==> src/rtl/cfg_reg_pkg.sv <==
// Shared types, constants and header-parse helpers for the receive-path packet filter.
package cfg_reg_pkg;

  localparam int MAX_FILTER_RULES = 2;

  localparam logic [15:0] ETHERTYPE_IPV4 = 16'h0800;
  localparam logic [15:0] ETHERTYPE_IPV6 = 16'h86DD;
  localparam logic [7:0]  PROTO_TCP      = 8'd6;
  localparam logic [7:0]  PROTO_UDP      = 8'd17;

  typedef struct packed {
    logic [31:0]  ipv4_addr;
    logic [127:0] ipv6_addr;
    logic [31:0]  port;
  } filter_rule_t;

  typedef struct packed {
    filter_rule_t [MAX_FILTER_RULES-1:0] filter_rules;
  } cfg_reg_t;

  typedef struct packed {
    logic [31:0]                        rx_pkt_count;
    logic [31:0]                        tx_pkt_count;
    logic [31:0]                        drop_pkt_count;
    logic [MAX_FILTER_RULES-1:0][31:0]  rule_hit_count;
  } status_reg_t;

  typedef struct packed {
    logic         is_ipv4;
    logic         is_ipv6;
    logic [31:0]  dst4;
    logic [127:0] dst6;
    logic         port_vld;
    logic [15:0]  dport;
  } hdr_t;

  function automatic logic [7:0] byte_at(input logic [511:0] d, input int idx);
    return d[8*idx +: 8];
  endfunction

  function automatic logic is_l4(input logic [7:0] proto);
    return (proto == PROTO_TCP) || (proto == PROTO_UDP);
  endfunction

  // Byte 0 is the first byte on the wire; multi-byte fields are big-endian.
  function automatic hdr_t parse_hdr(input logic [511:0] d);
    hdr_t        h;
    logic [15:0] etype;
    h       = '0;
    etype   = {byte_at(d, 12), byte_at(d, 13)};
    h.is_ipv4 = (etype == ETHERTYPE_IPV4);
    h.is_ipv6 = (etype == ETHERTYPE_IPV6);
    if (h.is_ipv4) begin
      h.dst4     = {byte_at(d, 30), byte_at(d, 31), byte_at(d, 32), byte_at(d, 33)};
      h.dport    = {byte_at(d, 36), byte_at(d, 37)};
      h.port_vld = (d[8*14 +: 4] == 4'd5) && is_l4(byte_at(d, 23));
    end else if (h.is_ipv6) begin
      for (int k = 0; k < 16; k++) h.dst6[127-8*k -: 8] = byte_at(d, 38 + k);
      h.dport    = {byte_at(d, 56), byte_at(d, 57)};
      h.port_vld = is_l4(byte_at(d, 20));
    end
    return h;
  endfunction

endpackage

==> src/rtl/filter_rule_match.sv <==
// Evaluates one filter rule against the parsed header of a first beat.
module filter_rule_match
  import cfg_reg_pkg::*;
(
  input  filter_rule_t rule,
  input  hdr_t         hdr,
  output logic         match
);

  logic port_ok;

  assign port_ok = (rule.port == '0) ||
                   (hdr.port_vld && (rule.port[15:0] == hdr.dport));

  // A zero IPv4 address is a wildcard; a zero IPv6 address disables the rule for IPv6.
  always_comb begin
    match = 1'b0;
    if (hdr.is_ipv4)
      match = ((rule.ipv4_addr == '0) || (rule.ipv4_addr == hdr.dst4)) && port_ok;
    else if (hdr.is_ipv6)
      match = (rule.ipv6_addr != '0) && (rule.ipv6_addr == hdr.dst6) && port_ok;
  end

endmodule

==> src/rtl/filter_rx_pipeline.sv <==
// RX packet filter: whole-packet pass/drop on first-beat header match, one output register stage.
// Define FILTER_STATS_EN to build the packet counters; otherwise status_reg reads as zero.
module filter_rx_pipeline
  import cfg_reg_pkg::*;
#(
  parameter int NUM_RULES = 2
) (
  input  logic         aclk,
  input  logic         areset,
  input  logic         s_axis_tvalid,
  output logic         s_axis_tready,
  input  logic [511:0] s_axis_tdata,
  input  logic [63:0]  s_axis_tkeep,
  input  logic         s_axis_tlast,
  input  logic [47:0]  s_axis_tuser,
  output logic         m_axis_tvalid,
  input  logic         m_axis_tready,
  output logic [511:0] m_axis_tdata,
  output logic [63:0]  m_axis_tkeep,
  output logic         m_axis_tlast,
  output logic [47:0]  m_axis_tuser,
  input  cfg_reg_t     cfg_reg,
  output status_reg_t  status_reg
);

  // Stage p0: header parse and rule match on the incoming beat
  hdr_t                 hdr_p0;
  logic [NUM_RULES-1:0] match_p0;
  logic                 accept_p0;
  logic                 pass_p0;
  logic                 in_packet;
  logic                 pass_q;
  logic                 vld_p1;

  assign hdr_p0 = parse_hdr(s_axis_tdata);

  for (genvar g = 0; g < NUM_RULES; g++) begin : g_rule
    filter_rule_match u_match (
      .rule  (cfg_reg.filter_rules[g]),
      .hdr   (hdr_p0),
      .match (match_p0[g])
    );
  end

  assign s_axis_tready = !vld_p1 || m_axis_tready;
  assign accept_p0     = s_axis_tvalid && s_axis_tready;
  // Continuation beats follow the decision latched on the first beat.
  assign pass_p0       = in_packet ? pass_q : |match_p0;

  always_ff @(posedge aclk or posedge areset) begin
    if (areset) begin
      in_packet <= 1'b0;
      pass_q    <= 1'b0;
    end else if (accept_p0) begin
      in_packet <= !s_axis_tlast;
      if (!in_packet) pass_q <= |match_p0;
    end
  end

  // Stage p1: output register, held while the sink stalls
  always_ff @(posedge aclk or posedge areset) begin
    if (areset) begin
      vld_p1       <= 1'b0;
      m_axis_tdata <= '0;
      m_axis_tkeep <= '0;
      m_axis_tlast <= 1'b0;
      m_axis_tuser <= '0;
    end else if (s_axis_tready) begin
      vld_p1 <= accept_p0 && pass_p0;
      if (accept_p0 && pass_p0) begin
        m_axis_tdata <= s_axis_tdata;
        m_axis_tkeep <= s_axis_tkeep;
        m_axis_tlast <= s_axis_tlast;
        m_axis_tuser <= s_axis_tuser;
      end
    end
  end

  assign m_axis_tvalid = vld_p1;

`ifdef FILTER_STATS_EN
  localparam int HIT_W = (MAX_FILTER_RULES > 1) ? $clog2(MAX_FILTER_RULES) : 1;

  logic [HIT_W-1:0] hit_first_p0;
  logic [HIT_W-1:0] hit_p0;
  logic [HIT_W-1:0] hit_q;
  status_reg_t      stats_q;

  // Lowest matching rule index wins.
  always_comb begin
    hit_first_p0 = '0;
    for (int i = NUM_RULES - 1; i >= 0; i--)
      if (match_p0[i]) hit_first_p0 = HIT_W'(i);
  end

  assign hit_p0 = in_packet ? hit_q : hit_first_p0;

  always_ff @(posedge aclk or posedge areset) begin
    if (areset) begin
      hit_q   <= '0;
      stats_q <= '0;
    end else if (accept_p0) begin
      if (!in_packet) hit_q <= hit_first_p0;
      if (s_axis_tlast) begin
        stats_q.rx_pkt_count <= stats_q.rx_pkt_count + 32'd1;
        if (pass_p0) begin
          stats_q.tx_pkt_count           <= stats_q.tx_pkt_count + 32'd1;
          stats_q.rule_hit_count[hit_p0] <= stats_q.rule_hit_count[hit_p0] + 32'd1;
        end else begin
          stats_q.drop_pkt_count <= stats_q.drop_pkt_count + 32'd1;
        end
      end
    end
  end

  assign status_reg = stats_q;
`else
  assign status_reg = '0;
`endif

endmodule

==> config.mk <==
export PLATFORM = sky130hd
export DESIGN_NAME = filter_rx_pipeline
export DESIGN_NICKNAME = d
export VERILOG_FILES = /design/src/rtl/cfg_reg_pkg.sv /design/src/rtl/filter_rule_match.sv /design/src/rtl/filter_rx_pipeline.sv
export SDC_FILE = /design/constraint.sdc
export NUM_CORES = 1
export LEC_CHECK = 0
export CORE_AREA = 2 2 692 694
export CTS_CLUSTER_DIAMETER = 50
export DETAILED_ROUTE_END_ITERATION = 10
export DIE_AREA = 0 0 694 696
export PLACE_DENSITY = 0.31
export SLEW_MARGIN = 10
export SYNTH_ARGS = -nofsm -noshare
export SYNTH_HDL_FRONTEND = slang
export SYNTH_SLANG_ARGS = --single-unit
==> constraint.sdc <==
create_clock -name aclk -period 26.4 [get_ports aclk]
set_input_delay 7.92 -clock aclk [delete_from_list [all_inputs] [get_ports aclk]]
set_output_delay 7.92 -clock aclk [all_outputs]
set_load 0.01 [all_outputs]
After elaboration in Yosys (flattened, before gate mapping)
Cells that the tools add are included.
{"block": "word_totals", "output_inout_bits": 787, "reg_bits": 628, "input_bits": 1013}
{"block": "classes", "mux": 9, "n_reduce_logical": 28, "eq_ne": 13}
{"op": "== test 128 bit", "count": 2}
{"op": "nonzero test 128 bit", "count": 2}
{"op": "2-to-1 mux 145 bit", "count": 1}
{"op": "logical NOT 32 bit", "count": 4}
{"op": "2-to-1 mux 128 bit", "count": 1}
{"op": "== test 32 bit", "count": 2}
{"op": "== test 16 bit", "count": 2}
{"op": "2-to-1 mux 32 bit", "count": 1}
{"op": "2-to-1 mux 17 bit", "count": 1}
{"op": "== test 16 x 12 -> 1 bit, second input constant", "count": 1}
{"op": "== test 16 bit, second input constant", "count": 1}
{"op": "== test 8 x 3 -> 1 bit, second input constant", "count": 2}
{"op": "== test 8 x 5 -> 1 bit, second input constant", "count": 2}
{"op": "logical AND 1 bit", "count": 11}
{"op": "logical OR 1 bit", "count": 7}
{"op": "2-to-1 mux 1 bit", "count": 5}
{"op": "== test 4 x 3 -> 1 bit, second input constant", "count": 1}
{"op": "logical NOT 1 bit", "count": 2}
{"op": "AND reduction 2 bit", "count": 1}
{"op": "OR reduction 2 bit", "count": 1}

Longest topological paths before layout
Gate-level depths: netlist of run 1.
{"block": "depth", "word_depth": 14, "ltp_mapped": 17}

By module
A second synthesis of run 1 with hierarchy kept.
{"block": "unflattened", "hier_cells": 2399, "hier_area_um2": 31256.2}
{"module": "filter_rx_pipeline", "area_each_um2": 26286.5, "cells_per_inst": 1709, "instances": 1}
{"module": "filter_rule_match", "area_each_um2": 2484.9, "cells_per_inst": 345, "instances": 2}

Worst setup path after synthesis of run 1
No wires, ideal clock.
{"block": "synth_timing", "path_kind": "input -> output", "start": "input port m_axis_tready", "end": "output port s_axis_tready", "arrival_ns": 8.128, "path_slack_ns": 10.352, "cell_stages": 1, "required_time_ns": 18.480, "path_cell_list": "nand2b_1"}
{"block": "synth_between", "elab_chain_cells": 1}
{"element": "from (decl)", "line_no": "filter_rx_pipeline.sv:17", "text": "input logic m_axis_tready,"}
{"element": "logical OR 1 bit", "line_no": "filter_rx_pipeline.sv:45", "text": "assign s_axis_tready = !vld_p1 || m_axis_tready;"}
{"element": "to (decl)", "line_no": "filter_rx_pipeline.sv:11", "text": "output logic s_axis_tready,"}
No other way between the ends.

Worst setup path after layout of run 1
Ends and elaborated chain as after synthesis.

==> results by group, run 1 <==
Status
  • Status: finished clean

Power and ir drop
  • P_int: 3.98 mW
  • Share of power burned in registers: 0.273
  • LEAKAGE: 22.9 nW
  • VDD IR-drop max: 0.0543 mV
  • Gate power share: 0.394
  • Pwr dens: 101 nW/um^2
  • Switching part of the total: 0.360
  • Net Switching: 2.24 mW
  • Clock power frac: 0.333

Drt
  • Routed wl met3: 47,700 um
  • Pre-antenna DRT Iters: 5
  • Wire length on met1: 144,000 um
  • Drt drc: 0
  • Max layer used: met5
  • Final wirelength: 375,000 um
  • Met2 wire len: 172,000 um
  • Vias: 32,800
  • Wirelength per Cell: 34.3 um
  • 1st-iter DRT viols: 2,496
  • Via/cell ratio: 3.00
  • Final antenna-violating net count: 0

Clocking
  • CTS tree: yes
  • TritonCTS Sinks: 628
  • Max clock buf depth: 4
  • Hold buffers post-CTS: 0
  • Root buffer cell: clkbuf_16
  • # Post-CTS Setup Buffers: 0
  • Num CTS Buffers: 159
  • H-Tree Depth: 4
  • Worst-path clk slew: 50 ps
  • Worst skew pair latency: 860 ps
  • Resized cells post-CTS: 0

STA
  • Setup violations, final: 0
  • Fin Hold WS: 491 ps
  • Unrepaired setup endpoints after global routing: no
  • Setup_tns: 0 ps
  • Slew Limit Fails: 0
  • Final hold violation count: 0
  • Clk_skew: 61.3 ps
  • Slew at the pin with the worst max-slew slack: 1350 ps
  • Minimum clock period: 17,510 ps
  • Max Fclk: 0.0571 GHz
  • Slew HR: 0.0934
  • Period utilization: 0.663

Die
  • Core area: 476,000 sq um
  • Chip width: 694 um
  • Die Area: 483,000 sq um
  • Starting Density: 0.0681
  • Die Y: 696 um
  • Ports: 1,800
  • Row cnt: 254

Synthesis
  • Top FF cell, synth: dfrtp_1
  • Yosys reg bits: 628
  • Synthesized area: 32,400 sq um
  • Async set-or-reset flop fraction in the synthesized netlist: 1.00
  • Mux cell area share after synthesis: 0.228
  • Largest family of logic cells by synthesized area: multiplexers
  • Synth Area in Compound Gates: 0.0733
  • Simple-Gate Fraction of Synth Area: 0.106
  • Synth Area in XOR/XNOR: 0.0421
  • Synthesized area per cell: 11.8 sq um
  • Syn. warnings: 0
  • Post-synth cell types: 63
  • Adder-cell share of the synthesized area: 0
  • Sequential area share after synthesis: 0.484
  • Post-Syn Instances: 2,752
  • Post-synth EDFFs: 0

Layout
  • Fin cells: 10,900
  • Util after Layout: 0.129
  • Nets: 5,507
  • Fillcell total: 53,800
  • Layout area overhead: 89.9%
  • Layout cells sized above 1: 0.202

Global route
  • Initial antenna violation count: 289
  • Tot GR Track Use: 0.149
  • Vias in the first global route: 32,800
  • Global-route wire length before repair: 449,000 um
  • Largest net degree at the start of global routing: 130
  • Grt ovf: 0

Critical path
  • Startpoint Class: primary input
  • CP endpoint kind: primary output
  • CP arrival: 9590 ps
  • Kind of critical path: primary input to primary output
  • CP required: 18,480 ps
  • Crit path max fanout: 5

Placed design
  • # port buffers: 1,639
  • GPL Wtd Cong: 0.949
  • Placed Instances: 10,600
  • Post-DP HPWL: 331,000 um

Hold path
  • Worst hold path class: register to register

Job
  • Max-Cap Viols: 0
-- power by group through the flow --
stage          clock network, mW  logic, mW  registers (mW)
2_1_floorplan                  0      0.532            1.82
3_3_place_gp                   0       2.52            1.71
3_5_place_dp                   0       2.51            1.72
4_1_cts                     2.16       2.52            1.71
5_1_grt                     2.20       2.58            1.76
6_report                    2.07       2.45            1.70
-- cell usage in the layout (no fill, tap or decap), types with 18 or more instances in the layout --
cell and count:
a21oi_1 41, nand3b_1 20, clkbuf_16 160, clkbuf_8 23
dfrtp_1 628, a31oi_1 56, xnor2_1 107, clkinv_2 27
nand2_1 113, mux2_1 39, nor4_1 114, nor2b_1 24
mux2_2 486, o21ai_0 124, o22ai_1 49, nand2b_1 18
diode_2 53, nand4_1 61, mux2_4 100, xor2_1 49
buf_4 53, clkdlybuf4s50_1 1639, inv_1 66, nor4bb_1 49
nor2_1 156, a22oi_1 46, conb_1 160
-- synthesized netlist by cell type, types with 46 or more instances --
cell,n,area share
o21ai_0,124,0.019
nor2_1,156,0.018
nor4bb_1,49,0.015
a31oi_1,57,0.011
nand4_1,61,0.012
dfrtp_1,628,0.48
buf_2,58,0.0089
nand2_1,113,0.013
a22oi_1,46,0.011
o22ai_1,49,0.0094
mux2_2,486,0.17
nor4_1,116,0.022
inv_1,67,0.0078
buf_4,162,0.037
mux2_4,100,0.046
xor2_1,49,0.013
xnor2_1,107,0.029
-- metrics by stage --
stage,cell area [sq um],setup WS (ps),total power [mW]
finish,61600,8890,6.22
global route,61500,8790,6.53
CTS,61500,8870,6.40
detailed placement,56000,8880,4.22
global placement,55900,8860,4.23
floorplan,33000,891,2.36
-- critical path, stage by stage --
cell	delay, ps
clkdlybuf4s50_1	440
nand2b_1	450
clkdlybuf4s50_1	770
-- routing by layer --
layer,vias up,GRT usage
met5,-,0
met4,166,0.0333
met3,688,0.0792
met2,2093,0.244
met1,16500,0.170
li1,13400,-
-- flip-flops by register name, indices dropped and copies added, names as in the netlist --
signal and flops:
m_axis_tvalid 1, m_axis_tdata 512, m_axis_tuser 48, m_axis_tlast 1
pass_q 1, in_packet 1, m_axis_tkeep 64
-- layout make-up --
class	count	area (sq um)	area share
repair buffers	1697	16900	0.274
clock buffers	198	4380	0.0710
diodes	53	133	0.00215
well taps	6272	7850	0.127
flip-flops and latches	628	15700	0.255
multi-input cells	1941	15300	0.248
inverters	67	259	0.00420
clock inverters	89	1120	0.0182
-- path summary, 6_finish.rpt --
check                                              start                       endpoint  slack, ps  depth (start not counted)
max reg2reg                    m_axis_tvalid$_DFFE_PP0N_   m_axis_tdata[64]$_DFFE_PP0P_      20740                          9
min                        m_axis_tdata[146]$_DFFE_PP0P_  m_axis_tdata[146]$_DFFE_PP0P_        490                          1
min reg2reg                m_axis_tdata[146]$_DFFE_PP0P_  m_axis_tdata[146]$_DFFE_PP0P_        490                          1
max in group asynchronous                         areset  m_axis_tdata[345]$_DFFE_PP0P_      15890                          6
max                                        m_axis_tready                  s_axis_tready       8890                          3
min in group asynchronous                         areset   m_axis_tkeep[60]$_DFFE_PP0P_       7530                          2
-- cell families (layout without fill, tap and decap cells) --
logic type | count (synthesis) | after routing
flops | 628 | 628
mux | 625 | 625
simple gates | 615 | 615
compound gates | 385 | 385
buf+inv | 342 | 2051
xor+xnor | 156 | 156
other cells | 1 | 213
Power figures use the tool's default switching activity.
==> inputs of run 2 (changes only) <==
Clock period 26.4 ns to 17.8 ns, I/O delays scaled along.
==> run 2 against run 1 <==
Design area increased by 0.86%. Via count increased by 0.92%. Highest routed layer unchanged. Non-clock buffer count increased by 4. First-iteration DRC count is 9.9% higher. Clock skew grew 49 ps. Clock power rose by 55%. Sequential cell count unchanged. Register-to-register slack lost 7900 ps. Power up 49%.
==> results by group, run 2 (synthesis gave the netlist of run 1 again) <==
Clocking
  • Max clock buf depth: 4
  • Worst skew pair latency: 880 ps
  • Hold buffers post-CTS: 0
  • Worst-path clk slew: 50 ps
  • CTS tree: yes
  • Num CTS Buffers: 169
  • TritonCTS Sinks: 628
  • # Post-CTS Setup Buffers: 0
  • Root buffer cell: clkbuf_16
  • H-Tree Depth: 4
  • Resized cells post-CTS: 0

Critical path
  • CP required: 12,460 ps
  • FF-to-FF path depth: 8
  • Worst path top cell family by delay: buffers and inverters
  • CP max stage delay: 940 ps
  • CP arrival: 7120 ps
  • Reg2reg start: in_packet$_DFFE_PP0P_
  • Reg2Reg Setup Slack: 12,820 ps
  • Startpoint Class: primary input
  • Crit path buf inv count: 2
  • Worst-path cell chain: clkdlybuf4s50_1, nand2b_1, clkdlybuf4s50_1
  • Max stage delay cell, worst path: clkdlybuf4s50_1
  • Most frequent CP cell: clkdlybuf4s50_1
  • Kind of critical path: primary input to primary output
  • RR Endpoint: m_axis_tuser[6]$_DFFE_PP0P_
  • CP endpoint kind: primary output
  • Crit path max fanout: 5

Global route
  • Initial antenna violation count: 294
  • Vias in the first global route: 33,000
  • Tot GR Track Use: 0.144
  • Global-route wire length before repair: 439,000 um
  • Largest net degree at the start of global routing: 147
  • Grt ovf: 0

Drt
  • 1st-iter DRT viols: 2,744
  • Wirelength per Cell: 33.0 um
  • Pre-antenna DRT Iters: 6
  • Final antenna-violating net count: 0
  • Drt drc: 0
  • Via/cell ratio: 3.00
  • Final wirelength: 364,000 um
  • Vias: 33,100

Power and ir drop
  • Share of power burned in registers: 0.273
  • Net Switching: 3.26 mW
  • Clock power frac: 0.344
  • Pwr dens: 149 nW/um^2
  • P_int: 6.03 mW
  • Gate power share: 0.383
  • VDD IR-drop max: 0.0757 mV
  • LEAKAGE: 23.0 nW
  • Switching part of the total: 0.351
  • Overall Power: 9.29 mW

STA
  • Clk_skew: 111 ps
  • Slew at the pin with the worst max-slew slack: 1290 ps
  • Max Fclk: 0.0803 GHz
  • Unrepaired setup endpoints after global routing: no
  • Setup_tns: 0 ps
  • Final hold violation count: 0
  • Setup violations, final: 0
  • Fin Hold WS: 490 ps
  • Minimum clock period: 12,460 ps
  • Final setup margin: 5340 ps
  • Period utilization: 0.700
  • Slew Limit Fails: 0
  • Slew HR: 0.134

Layout
  • Layout cells sized above 1: 0.202
  • Nets: 5,521
  • Number of flip-flops in the largest register: 512
  • Final design instance area without fill: 62,100 sq um
  • Largest Register: m_axis_tdata
  • Register Area: 15,700 sq um
  • Most frequent cells in the layout: clkdlybuf4s50_1, dfrtp_1, mux2_2
  • Most common cell after layout, fill and taps aside: clkdlybuf4s50_1
  • Fin cells: 11,000
  • Util after Layout: 0.130
  • Fillcell total: 53,800
  • Top Registers: m_axis_tdata x512, m_axis_tkeep x64, m_axis_tuser x48
  • Layout area overhead: 91.5%
  • Multi-input logic area: 15,300 sq um

Job
  • Max-Cap Viols: 0

Placed design
  • Placed cell area: 56,100 sq um
  • # port buffers: 1,639
  • Post-DP HPWL: 319,000 um
  • Placed Instances: 10,600
  • Worst slack, placed: 4740 ps
  • GPL Wtd Cong: 0.994

Die
  • Chip width: 694 um
  • Die Y: 696 um
  • Die Area: 483,000 sq um
  • Starting Density: 0.0681
  • Core area: 476,000 sq um
  • Row cnt: 254
  • Ports: 1,800

Hold path
  • Worst hold path class: register to register
  • Worst hold endpoint: m_axis_tdata[162]$_DFFE_PP0P_
  • Cell depth of the worst min-delay path: 1
  • Hold Crit Start: m_axis_tdata[162]$_DFFE_PP0P_

Status
  • Status: finished clean
==> run 2: how the worst max path moves through the flow <==
stage	start	endpoint	slack (ps)	depth (start not counted)
floorplan	areset	in_packet$_DFFE_PP0P_	3890	1
global placement	s_axis_tdata[97]	m_axis_tdata[70]$_DFFE_PP0P_	3820	15
detailed placement	s_axis_tdata[97]	m_axis_tuser[4]$_DFFE_PP0P_	4740	15
CTS	m_axis_tready	s_axis_tready	5240	3
global route	m_axis_tready	s_axis_tready	5160	3
finish	m_axis_tready	s_axis_tready	5340	3
==> run 2: final cells by class <==
type                    instances  share of cell area
repair buffers               1701               0.273
flip-flops and latches        628               0.253
multi-input cells            1941               0.246
well taps                    6272               0.126
clock buffers                 223              0.0760
clock inverters                79              0.0173
diodes                        111             0.00447
inverters                      67             0.00411
==> run 2: metal layers <==
metal | global-route usage | wire length, um | vias to the layer above
li1 | - | - | 13500
met1 | 0.166 | 141000 | 16600
met2 | 0.238 | 168000 | 2180
met3 | 0.0711 | 41900 | 664
met4 | 0.0386 | 11600 | 140
met5 | 0 | 939 | -
==> run 2: power by group through the flow <==
stage / Clock, mW / Combinational (mW) / Sequential [mW]
2_1_floorplan: 0 / 0.790 / 2.71
3_3_place_gp: 0 / 3.67 / 2.55
3_5_place_dp: 0 / 3.65 / 2.56
4_1_cts: 3.34 / 3.67 / 2.55
5_1_grt: 3.39 / 3.76 / 2.62
6_report: 3.20 / 3.56 / 2.53
